==> src/rtl/mc_controller.sv <==
// Multicycle MIPS control unit: Moore sequencer with an embedded ALU decoder,
// an iterative multiply state and illegal-instruction detection in DECODE.
module mc_controller #(
  parameter int n          = 32,
  parameter int MUL_CYCLES = 4
) (
  input  logic       clk,
  input  logic       reset,
  input  logic [5:0] opcode,
  input  logic [5:0] funct,
  input  logic       zero,
  output logic       pcen,
  output logic       memwrite,
  output logic       irwrite,
  output logic       regwrite,
  output logic       iord,
  output logic       alusrca,
  output logic [1:0] alusrcb,
  output logic       regdst,
  output logic       memtoreg,
  output logic [1:0] pcsrc,
  output logic [2:0] alucontrol,
  output logic       busy,
  output logic       illegal
);

  if (MUL_CYCLES < 1 || MUL_CYCLES > 15 || n < 1) begin : g_param_check
    $error("mc_controller: MUL_CYCLES must be 1..15 and n positive");
  end

  localparam logic [5:0] OP_RTYPE = 6'b000000;
  localparam logic [5:0] OP_LW    = 6'b100011;
  localparam logic [5:0] OP_SW    = 6'b101011;
  localparam logic [5:0] OP_BEQ   = 6'b000100;
  localparam logic [5:0] OP_ADDI  = 6'b001000;
  localparam logic [5:0] OP_J     = 6'b000010;
  localparam logic [5:0] FN_MUL   = 6'b011000;

  typedef enum logic [3:0] {
    S_FETCH, S_DECODE, S_MEMADR, S_MEMRD, S_MEMWB, S_MEMWR, S_EXECUTE,
    S_MULEX, S_ALUWB, S_BRANCH, S_ADDIEX, S_ADDIWB, S_JUMP
  } state_t;

  state_t     r_state;
  state_t     w_next;
  logic [3:0] r_cnt;

  logic       w_op_legal, w_funct_legal, w_decode_bad;
  logic       w_pcwrite, w_branch, w_memwrite, w_irwrite, w_regwrite;
  logic       w_busy, w_illegal;
  logic [1:0] w_aluop;
  logic [2:0] w_alu_dec;

  // Opcode / funct legality, used by the DECODE branch and the illegal pulse
  always_comb begin
    w_op_legal    = 1'b0;
    w_funct_legal = 1'b0;
    case (opcode)
      OP_RTYPE, OP_LW, OP_SW, OP_BEQ, OP_ADDI, OP_J: w_op_legal = 1'b1;
      default:                                       w_op_legal = 1'b0;
    endcase
    case (funct)
      6'b100000, 6'b100010, 6'b100100, 6'b100101, 6'b101010, FN_MUL:
        w_funct_legal = 1'b1;
      default: w_funct_legal = 1'b0;
    endcase
    w_decode_bad = !w_op_legal || ((opcode == OP_RTYPE) && !w_funct_legal);
  end

  // State register and multiply iteration counter
  always_ff @(posedge clk) begin
    if (reset) begin
      r_state <= S_FETCH;
      r_cnt   <= '0;
    end else begin
      r_state <= w_next;
      if (r_state == S_EXECUTE)    r_cnt <= '0;
      else if (r_state == S_MULEX) r_cnt <= r_cnt + 4'd1;
    end
  end

  // Next-state selection
  always_comb begin
    w_next = r_state;
    case (r_state)
      S_FETCH:   w_next = S_DECODE;
      S_DECODE: begin
        if (w_decode_bad) w_next = S_FETCH;
        else begin
          case (opcode)
            OP_LW, OP_SW: w_next = S_MEMADR;
            OP_RTYPE:     w_next = S_EXECUTE;
            OP_BEQ:       w_next = S_BRANCH;
            OP_ADDI:      w_next = S_ADDIEX;
            OP_J:         w_next = S_JUMP;
            default:      w_next = S_FETCH;
          endcase
        end
      end
      S_MEMADR:  w_next = (opcode == OP_SW) ? S_MEMWR : S_MEMRD;
      S_MEMRD:   w_next = S_MEMWB;
      S_MEMWB:   w_next = S_FETCH;
      S_MEMWR:   w_next = S_FETCH;
      S_EXECUTE: w_next = (funct == FN_MUL) ? S_MULEX : S_ALUWB;
      S_MULEX:   w_next = (r_cnt == 4'(MUL_CYCLES - 1)) ? S_ALUWB : S_MULEX;
      S_ALUWB:   w_next = S_FETCH;
      S_BRANCH:  w_next = S_FETCH;
      S_ADDIEX:  w_next = S_ADDIWB;
      S_ADDIWB:  w_next = S_FETCH;
      S_JUMP:    w_next = S_FETCH;
      default:   w_next = S_FETCH;
    endcase
  end

  // Per-state datapath controls (Moore; illegal also qualifies on opcode/funct)
  always_comb begin
    w_pcwrite  = 1'b0;
    w_branch   = 1'b0;
    w_memwrite = 1'b0;
    w_irwrite  = 1'b0;
    w_regwrite = 1'b0;
    w_busy     = 1'b0;
    w_illegal  = 1'b0;
    w_aluop    = 2'b00;
    iord       = 1'b0;
    alusrca    = 1'b0;
    alusrcb    = 2'b00;
    regdst     = 1'b0;
    memtoreg   = 1'b0;
    pcsrc      = 2'b00;
    case (r_state)
      S_FETCH: begin
        alusrcb   = 2'b01;
        w_irwrite = 1'b1;
        w_pcwrite = 1'b1;
      end
      S_DECODE: begin
        alusrcb   = 2'b11;
        w_illegal = w_decode_bad;
      end
      S_MEMADR: begin
        alusrca = 1'b1;
        alusrcb = 2'b10;
      end
      S_MEMRD:  iord = 1'b1;
      S_MEMWB: begin
        memtoreg   = 1'b1;
        w_regwrite = 1'b1;
      end
      S_MEMWR: begin
        iord       = 1'b1;
        w_memwrite = 1'b1;
      end
      S_EXECUTE: begin
        alusrca = 1'b1;
        w_aluop = 2'b10;
      end
      S_MULEX: begin
        alusrca = 1'b1;
        w_busy  = 1'b1;
      end
      S_ALUWB: begin
        regdst     = 1'b1;
        w_regwrite = 1'b1;
      end
      S_BRANCH: begin
        alusrca  = 1'b1;
        w_aluop  = 2'b01;
        pcsrc    = 2'b01;
        w_branch = 1'b1;
      end
      S_ADDIEX: begin
        alusrca = 1'b1;
        alusrcb = 2'b10;
      end
      S_ADDIWB: w_regwrite = 1'b1;
      S_JUMP: begin
        pcsrc     = 2'b10;
        w_pcwrite = 1'b1;
      end
      default: ;
    endcase
  end

  // ALU decoder; unlisted funct codes fall back to add
  always_comb begin
    w_alu_dec = 3'b010;
    case (w_aluop)
      2'b00: w_alu_dec = 3'b010;
      2'b01: w_alu_dec = 3'b110;
      default: begin
        case (funct)
          6'b100000: w_alu_dec = 3'b010;
          6'b100010: w_alu_dec = 3'b110;
          6'b100100: w_alu_dec = 3'b000;
          6'b100101: w_alu_dec = 3'b001;
          6'b101010: w_alu_dec = 3'b111;
          FN_MUL:    w_alu_dec = 3'b011;
          default:   w_alu_dec = 3'b010;
        endcase
      end
    endcase
  end

  // Enables and status are squashed while reset is held so nothing commits
  always_comb begin
    alucontrol = (r_state == S_MULEX) ? 3'b011 : w_alu_dec;
    pcen       = !reset && (w_pcwrite || (w_branch && zero));
    memwrite   = !reset && w_memwrite;
    irwrite    = !reset && w_irwrite;
    regwrite   = !reset && w_regwrite;
    busy       = !reset && w_busy;
    illegal    = !reset && w_illegal;
  end

endmodule
==> config.mk <==
export PLATFORM = sky130hd
export DESIGN_NAME = mc_controller
export DESIGN_NICKNAME = d
export VERILOG_FILES = /design/src/rtl/mc_controller.sv
export SDC_FILE = /design/constraint.sdc
export NUM_CORES = 1
export LEC_CHECK = 0
export ABC_AREA = 1
export CORE_ASPECT_RATIO = 1.4
export CORE_MARGIN = 1.5
export CORE_UTILIZATION = 42
export DETAILED_ROUTE_END_ITERATION = 8
export PLACE_DENSITY_LB_ADDON = 0.05
export SYNTH_ARGS = -nofsm -noshare
export SYNTH_HDL_FRONTEND = slang
export SYNTH_SLANG_ARGS = --single-unit
==> constraint.sdc <==
create_clock -name clk -period 2.8 [get_ports clk]
set_input_delay 0.84 -clock clk [delete_from_list [all_inputs] [get_ports clk]]
set_output_delay 0.84 -clock clk [all_outputs]
set_load 0.01 [all_outputs]
* After elaboration in Yosys (flattened, before gate mapping) *
Index checks and enable logic that the tools add are counted.

operators by class
  add/subtract/negate cells = 1
  multipliers = 0
  div/mod/pow operators = 0
  $lt $le $gt $ge = 0
  equality and inequality tests = 25
  shift operators = 0
  multiplexer cells = 25
  bitwise operators = 0
  reductions and logical operators = 25

operators by type and width
  kind                                                 number
  equality test 6 bit, second input constant           7
  one-hot mux 4 bit (7 select lines)                   1
  equality test 4 bit, second input constant           5
  one-hot mux 4 bit (5 select lines)                   1
  equality test 4 x 3 -> 1 bit, second input constant  4
  one-hot mux 3 bit (5 select lines)                   1
  2-to-1 mux 1 bit                                     13
  equality test 4 x 2 -> 1 bit, second input constant  3
  2-to-1 mux 4 bit                                     3
  OR reduction 6 bit                                   2
  OR reduction 2 bit                                   5
  logical AND 1 bit                                    8
  one-hot mux 2 bit (2 select lines)                   2
  equality test 6 x 2 -> 1 bit, second input constant  1
  equality test 6 x 3 -> 1 bit, second input constant  1
  equality test 6 x 4 -> 1 bit, second input constant  1
  equality test 6 x 5 -> 1 bit, second input constant  1
  zero test 6 bit                                      1
  2-to-1 mux 3 bit                                     2
  one-hot mux 2 bit (3 select lines)                   1
  one-hot mux 3 bit (2 select lines)                   1
  OR reduction 5 bit                                   1
  adder 4 x 1 -> 4 bit, second input constant          1
  equality test 4 x 1 -> 1 bit, second input constant  1
  other kinds (6)                                      9

storage, ports and cells
  register bits after elaboration = 8
  bits in latches = 0
  bits in writable memories = 0
  bits in read-only memories = 0
  bits of input ports = 15
  output and inout bits = 17
  logic and storage cells = 78
  memories kept = 0

* Longest topological paths before layout *
  depth after elaboration = 8
  gate-level depth with buffers = 9
  depth with buffers taken out = 9

* Least setup slack after synthesis *
OpenSTA, ideal clock, no wires.

  kind = input -> output
  start = input port funct[4]
  end = output port illegal
  arrival = 1,593 ps
  data required time = 1,960 ps
  setup slack = 367 ps
  cell stages on the path = 8
  buffers on the path = 0
  path through = inv_1 nand2_1 inv_1 nand3_1 nand2_1 nor2_1 nand3_1 a21oi_1

between the ends
  word-level cells in the longest chain between the ends = 8
  elaborated cells on any way between the ends = 13
  those cells by class = eq/ne (6); mux (2); reduce/logical (5)

ends and longest elaborated chain
  item                                                                 RTL line  RTL
  from (decl)                                                          10        input logic [5:0] funct,
  equality test 6 x 5 -> 1 bit or equality test 6 bit (tied branches)  62        case (funct)
  OR reduction 6 bit (*)                                               62
  2-to-1 mux 1 bit (*)                                                 62
  zero test 1 bit (*)                                                  67        w_decode_bad = !w_op_legal || ((opcode == OP_RTYPE) && !w_funct_legal);
  logical AND 1 bit (*)                                                67
  logical OR 1 bit (*)                                                 67
  2-to-1 mux 1 bit (*)                                                 131       case (r_state)
  logical AND 1 bit (*)                                                213       illegal = !reset && w_illegal;
  to (decl)                                                            24        output logic illegal

Mark *: on every way between the ends. The rest lies on a longest branch, timed or not.

* Final worst setup path *
  start = input port opcode[0]
  end = output port illegal

between the ends
  word-level cells in the longest chain between the ends = 7
  elaborated cells on any way between the ends = 13
  those cells by class = eq/ne (5); mux (2); reduce/logical (6)

ends and longest elaborated chain
  item                                               RTL line  RTL
  from (decl)                                        9         input logic [5:0] opcode,
  equality test 6 bit, or another cell as far along  58        case (opcode)
  OR reduction 6 bit                                 58
  2-to-1 mux 1 bit                                   58
  zero test 1 bit                                    67
  logical OR 1 bit (*)                               67
  2-to-1 mux 1 bit (*)                               131
  logical AND 1 bit (*)                              213

Marks and branches as above.

==> parameters.txt <==
Parameter                              Value

Final layout
  Final layout net count ... around 240
  Layout Utilization ... about four fifths
  Share of post-route cells with drive strength above 1 ... 28.5%
  Synth-to-Final Area Change ... 76.9%
  Total inserted antenna cells ... 0

Timing
  Final worst setup slack ... -0.0280 ns
  Share of the cycle needed by the critical path after routing ... 101%
  Number of slew-limit violations in the final report ... 0
  Max Clock Freq ... around 0.35 GHz
  Post-route minimum period ... approximately 2.8 ns
  Worst slew slack as a fraction of its limit ... between 80% and 90%
  Sum Neg Setup Slack ... -0.0280 ns
  Largest clock skew in the final design ... 0.00153 ns
  Number of failing hold endpoints at the final stage ... 0
  Final setup viols ... 1
  Tightest Pin Transition ... 0.238 ns
  Worst hold slack ... a little under 0.5 ns

Yosys
  Top-count cell post-synth ... nand2_1
  Portion of synthesized cell area occupied by the leading cell type ... 19.6%
  Number of distinct library cells after synthesis ... 18
  Mapped cell area ... 818 µm²
  Synthesized netlist cell count ... 158
  Cell types with the largest area share after synthesis ... dfxtp_1, nand2_1, nor2_1, inv_1, nand3_1
  Net count after synthesis ... 174
  Top cell types by occurrence after synthesis ... nand2_1, nor2_1, inv_1, nand3_1, a21oi_1
  Count of warnings emitted by yosys ... 0
  Predominant post-synthesis flop cell ... dfxtp_1
  Number of storage elements in the synthesis netlist ... 8
  Number of synthesized flops with an enable pin ... 0
  Average cell area after synthesis ... 5.18 µm²
  Largest area contributor in the synthesized netlist ... dfxtp_1
  Post-synth ARST share ... 0%
  Sequential cell area fraction in the yosys report ... 19.6%

Min path
  Worst-case hold path end point ... r_cnt[1]$_SDFFE_PP0P_
  Hold Path Cell Cnt ... 2
  Min-delay worst type ... reg2reg
  Min-Delay Startpoint ... r_cnt[1]$_SDFFE_PP0P_

Setup path
  Critical Path End Type ... output port
  CP arrival ... 1.99 ns
  Worst-path fanout max ... 3
  Worst R2R End ... r_state[2]$_SDFF_PP0_
  Required @ worst endpoint ... 1.96 ns
  R2R depth ... 6
  Worst reg2reg setup slack ... 1.49 ns
  Category of the most critical setup path ... in2out
  Nature of the critical path startpoint ... input port
  R2R Path Start ... r_state[0]$_SDFF_PP0_

Power and ir drop
  Static leakage ... 0.734 nW
  Worst vdd ir ... 0.268 mV
  Pwr dens ... 207 nW/µm²

Clock tree
  Maximum root-to-sink buffer count ... 2
  H-tree lvl count ... 1
  TritonCTS clock tree ... yes
  Number of buffers inserted during clock tree synthesis ... 3
  Clock input transition at the sequential cells of the worst setup and hold paths ... 0.05 ns
  Clock latency on the worst-skew pair ... 0.25 ns
  Clock Tree Root ... clkbuf_4
  Clock net sink count ... 8
  Count of hold-fix buffers inserted at cts ... 0

GRT
  Via count of the first global-routing pass ... 1056
  Wire length of the first global-routing pass ... 3860 µm
  Global-route usage over all layers ... 23.0%
  Overflow left after global routing ... 0
  Antenna violations before repair ... 0
  Maximum number of pins on one net before global-route repair ... 9

Place
  Post-placement worst setup slack ... -0.638 ns
  GP Congestion ... 0.898
  HPWL after detailed placement ... around 1900 µm
  Buffers added on ports ... 31

Routing
  Number of DRC violations after detailed routing ... 0
  Post-route antenna net violation count ... 0
  Per-cell via count in the routed design ... 4.92
  Wire length reported by the detailed router ... between 2000 and 3000 µm
  Detailed router's first-iteration violation count ... 23
  Routed length per instance ... 10.9 µm
  Number of detailed-route iterations in the first pass ... 4
  Via count ... 1186

Outcome
  Result of the run ... finished, violations left
  Failing checks ... negative setup slack

Floorplan
  Row count ... 18
  Core Region ... 1800 µm²
  Total Die Area ... 2230 µm²
  Number of I/O pins ... 32
  Die width ... 40.3 µm
  Vertical die dimension ... 55.2 µm
  Starting density of the core ... 45.4%

Flow run
  Max_cap viols ... 0
-- logic make-up (layout without fill, tap and decap cells) --
kind of cell,after synthesis,after routing,share of synthesized area (%)
flops,8,8,19.6
simple gates,97,97,51.2
xor+xnor,1,1,1.07
fa+ha+maj,1,1,1.53
buf+inv,33,96,15.1
compound gates,18,18,11.5
-- worst max-delay path by stage --
stage	to	depth (start not counted)	slack, ns	startpoint
final	illegal	7	-0.03	opcode[0]
after global routing	illegal	7	-0.11	opcode[0]
after CTS	illegal	10	-0.11	opcode[1]
after detailed placement	illegal	10	-0.64	funct[4]
after global placement	illegal	10	-0.59	funct[4]
after floorplan	illegal	8	0.37	funct[4]
-- cells in the final DEF (no fill, tap or decap), types with 3 or more instances in the layout --
| cell | n |
|---|---|
| inv_1 | 29 |
| nor2_1 | 24 |
| nand3_2 | 4 |
| clkdlybuf4s50_1 | 10 |
| buf_4 | 30 |
| dfxtp_1 | 8 |
| nor2_4 | 5 |
| a21oi_1 | 11 |
| inv_2 | 3 |
| dlygate4sd2_1 | 15 |
| nand2_2 | 4 |
| buf_2 | 3 |
| clkbuf_4 | 3 |
| nor3_1 | 6 |
| nor2_2 | 7 |
| nand2_1 | 31 |
| nand3_1 | 10 |
| o21ai_0 | 3 |
-- final cells by class --
| class | instances | area [µm²] |
|---|---|---|
| inverter | 32 | 120 |
| multi-input combinational | 117 | 618 |
| clock buffer | 3 | 22.5 |
| fill | 141 | 354 |
| tap | 20 | 25.0 |
| sequential | 8 | 160 |
| timing repair buffer | 61 | 502 |
-- registers in the layout (all words and copies together), names as in the netlist --
name     cells
r_cnt        4
r_state      4
-- power breakdown --
group	internal (mW)	leakage (nW)	total [mW]	switching, mW
registers	0.115	0.0647	0.116	0.000877
clock network	0.0489	0.0138	0.0854	0.0365
logic	0.0475	0.655	0.0977	0.0502
-- metrics by stage --
step | total power, mW | std cells | area, µm²
finish | 0.299 | 241 | 1450
global route | 0.316 | 241 | 1450
CTS | 0.293 | 238 | 1380
detailed placement | 0.204 | 221 | 1250
global placement | 0.202 | 221 | 1250
floorplan | 0.153 | 158 | 818
-- repair_timing --
action | CTS | global route
gates resized for setup | 43 | 17
hold endpoints to repair | 0 | 0
setup endpoints to repair | 9 | 5
pin swaps | 9 | 7
buffers inserted | 14 | 3
-- metal layers --
layer  up-vias  global-route usage [%]  routed length [µm]
met2        31                    41.9                1390
met4         0                    8.10                  49
met5         -                       0                   0
met1       527                    25.8                1090
met3         6                    1.20                  94
li1        622                       -                   -
-- critical path, cell delays in order --
cell	delay [ns]
dlygate4sd2_1	0.27
nor3_2	0.22
nand2_2	0.11
nor2_2	0.14
nand3_2	0.08
a21oi_1	0.16
buf_2	0.15
Note: power is estimated with default switching activity, not from simulation.
==> variant: new RTL, config.mk and constraints unchanged <==
Put a register stage on the output `memtoreg`, cleared by the reset. The value now appears one clock later. The other outputs are not delayed to match.
--- a/src/rtl/mc_controller.sv
+++ b/src/rtl/mc_controller.sv
@@ -24,6 +24,8 @@
   output logic       illegal
 );
 
+  logic memtoreg_d;
+
   if (MUL_CYCLES < 1 || MUL_CYCLES > 15 || n < 1) begin : g_param_check
     $error("mc_controller: MUL_CYCLES must be 1..15 and n positive");
   end
@@ -126,7 +128,7 @@
     alusrca    = 1'b0;
     alusrcb    = 2'b00;
     regdst     = 1'b0;
-    memtoreg   = 1'b0;
+    memtoreg_d = 1'b0;
     pcsrc      = 2'b00;
     case (r_state)
       S_FETCH: begin
@@ -144,7 +146,7 @@
       end
       S_MEMRD:  iord = 1'b1;
       S_MEMWB: begin
-        memtoreg   = 1'b1;
+        memtoreg_d = 1'b1;
         w_regwrite = 1'b1;
       end
       S_MEMWR: begin
@@ -213,4 +215,12 @@
     illegal    = !reset && w_illegal;
   end
 
+  always_ff @(posedge clk) begin
+    if (reset) begin
+      memtoreg <= '0;
+    end else begin
+      memtoreg <= memtoreg_d;
+    end
+  end
+
 endmodule
Behaviour: not the same (a bounded check fails within 10 cycles, from zero or initial values and one cycle with reset high).
==> variant against the original RTL <==
Final area down 4.1%. Sequential power up 14%. Setup slack improved by 0.076 ns. Area after synthesis is 5.0% higher. Total power up 8.3%. Clock skew increased by 0.0065 ns. Sequential cell count is 1 higher. Routed wire length is 12% lower. Largest power group unchanged. Highest routed layer unchanged.
==> variant: results <==
[sta]
clock_skew_ns = 0.00801
setup_viol = 0
tightestPinTransition_ns = 0.252

[final_layout]
drive_gt1_frac = 0.232
top_regs = "r_cnt (4), r_state (4), memtoreg (1)"
nFillCells = 188

[place]
hpwlAfterDp_microns = 1940
routabilityCongestion = 0.783

[critical_path]
cp_max_fo = 5
critPathLaunch = "reset"
reg2reg_to = "r_state[0]"
r2r_setup_slack_ns = 1.44
crit_arrival_ns = 1.91
r2r_cells = 8
r2r-start = "r_state[1]"
crit_path_end = "irwrite"

[detailed_routing]
vias_per_cell = 4.98
first_iter_violations = 20
finalWirelength_microns = 2320

[run_status]
outcome = "complete, no violations"

[global_route]
grt_first_pass_wirelength_microns = 3940
grt_pass1_vias = 1104
track_usage = 0.237
grt_max_degree = 9

[clock_network]
clk_latency_ns = 0.27
clk_pin_slew_ns = 0.07

[synthesis]
ys_types = 21
ys_top_cells_by_count = "nand2_1, nor2_1, inv_1"
synthTopCellsByArea = "dfxtp_1, nand2_1, nor2_1"

[pwr]
p_leak_uw = 0.000688
max-vdd-ir-drop_v = 0.000155
variant: routing by layer:
| layer | GRT usage | up-vias | wire length (microns) |
|---|---|---|---|
| met4 | 0.120 | 0 | 77 |
| met2 | 0.442 | 24 | 1270 |
| met3 | 0.0237 | 9 | 59 |
| met5 | 0 | - | 0 |
| met1 | 0.227 | 518 | 906 |
| li1 | - | 604 | - |
variant: metrics by stage:
stage / util / setup slack, ns / instances / cell area (sq um) / hold slack [ns]
floorplan: - / 0.335 / 158 / 860 / 0.468
global placement: 0.677 / -0.587 / 226 / 1320 / 0.480
detailed placement: 0.677 / -0.631 / 226 / 1320 / 0.495
CTS: 0.698 / 0.0438 / 232 / 1360 / 0.509
global route: 0.712 / -0.00272 / 232 / 1390 / 0.525
finish: 0.712 / 0.0476 / 232 / 1390 / 0.508
variant: critical path: stages:
cell and delay (ns):
dlygate4sd2_1 0.27, buf_4 0.16, nor2_1 0.10, clkdlybuf4s50_1 0.54
variant: what timing repair did:
item	CTS	global route
pin swaps	8	3
gates cloned	0	0
gates resized for setup	41	9
hold endpoints to repair	0	0
setup endpoints to repair	9	4
buffers inserted	2	0
variant: cells by family after synthesis:
kind of cell,count (synthesis),synth area share
buffers and inverters,32,0.140
AND/OR/NAND/NOR,97,0.508
flip-flops,9,0.210
adder cells (fa/ha/maj),1,0.0146
AO/OA/AOI/OAI,18,0.118
XOR/XNOR,1,0.0102
variant: layout make-up:
type	count	share of cell area
multi-input combinational	117	0.443
timing repair buffer	50	0.305
sequential	9	0.130
inverter	31	0.0838
tap	21	0.0189
clock buffer	3	0.0162
clock inverter	1	0.00360
variant: worst min path at each step:
| stage | startpoint | endpoint | slack (ns) |
|---|---|---|---|
| after CTS | r_cnt[1] | r_cnt[1] | 0.51 |
| after global placement | r_cnt[1] | r_cnt[1] | 0.48 |
| final | r_cnt[1] | r_cnt[1] | 0.51 |
| after floorplan | r_cnt[1] | r_cnt[1] | 0.47 |
| after global routing | r_cnt[1] | r_cnt[1] | 0.53 |
| after detailed placement | r_cnt[1] | r_cnt[1] | 0.50 |
variant: power breakdown:
part	switching (uW)	total, uW	internal [uW]
clock	52.6	106	52.9
combinational	44.5	86.9	42.4
sequential	2.34	132	129
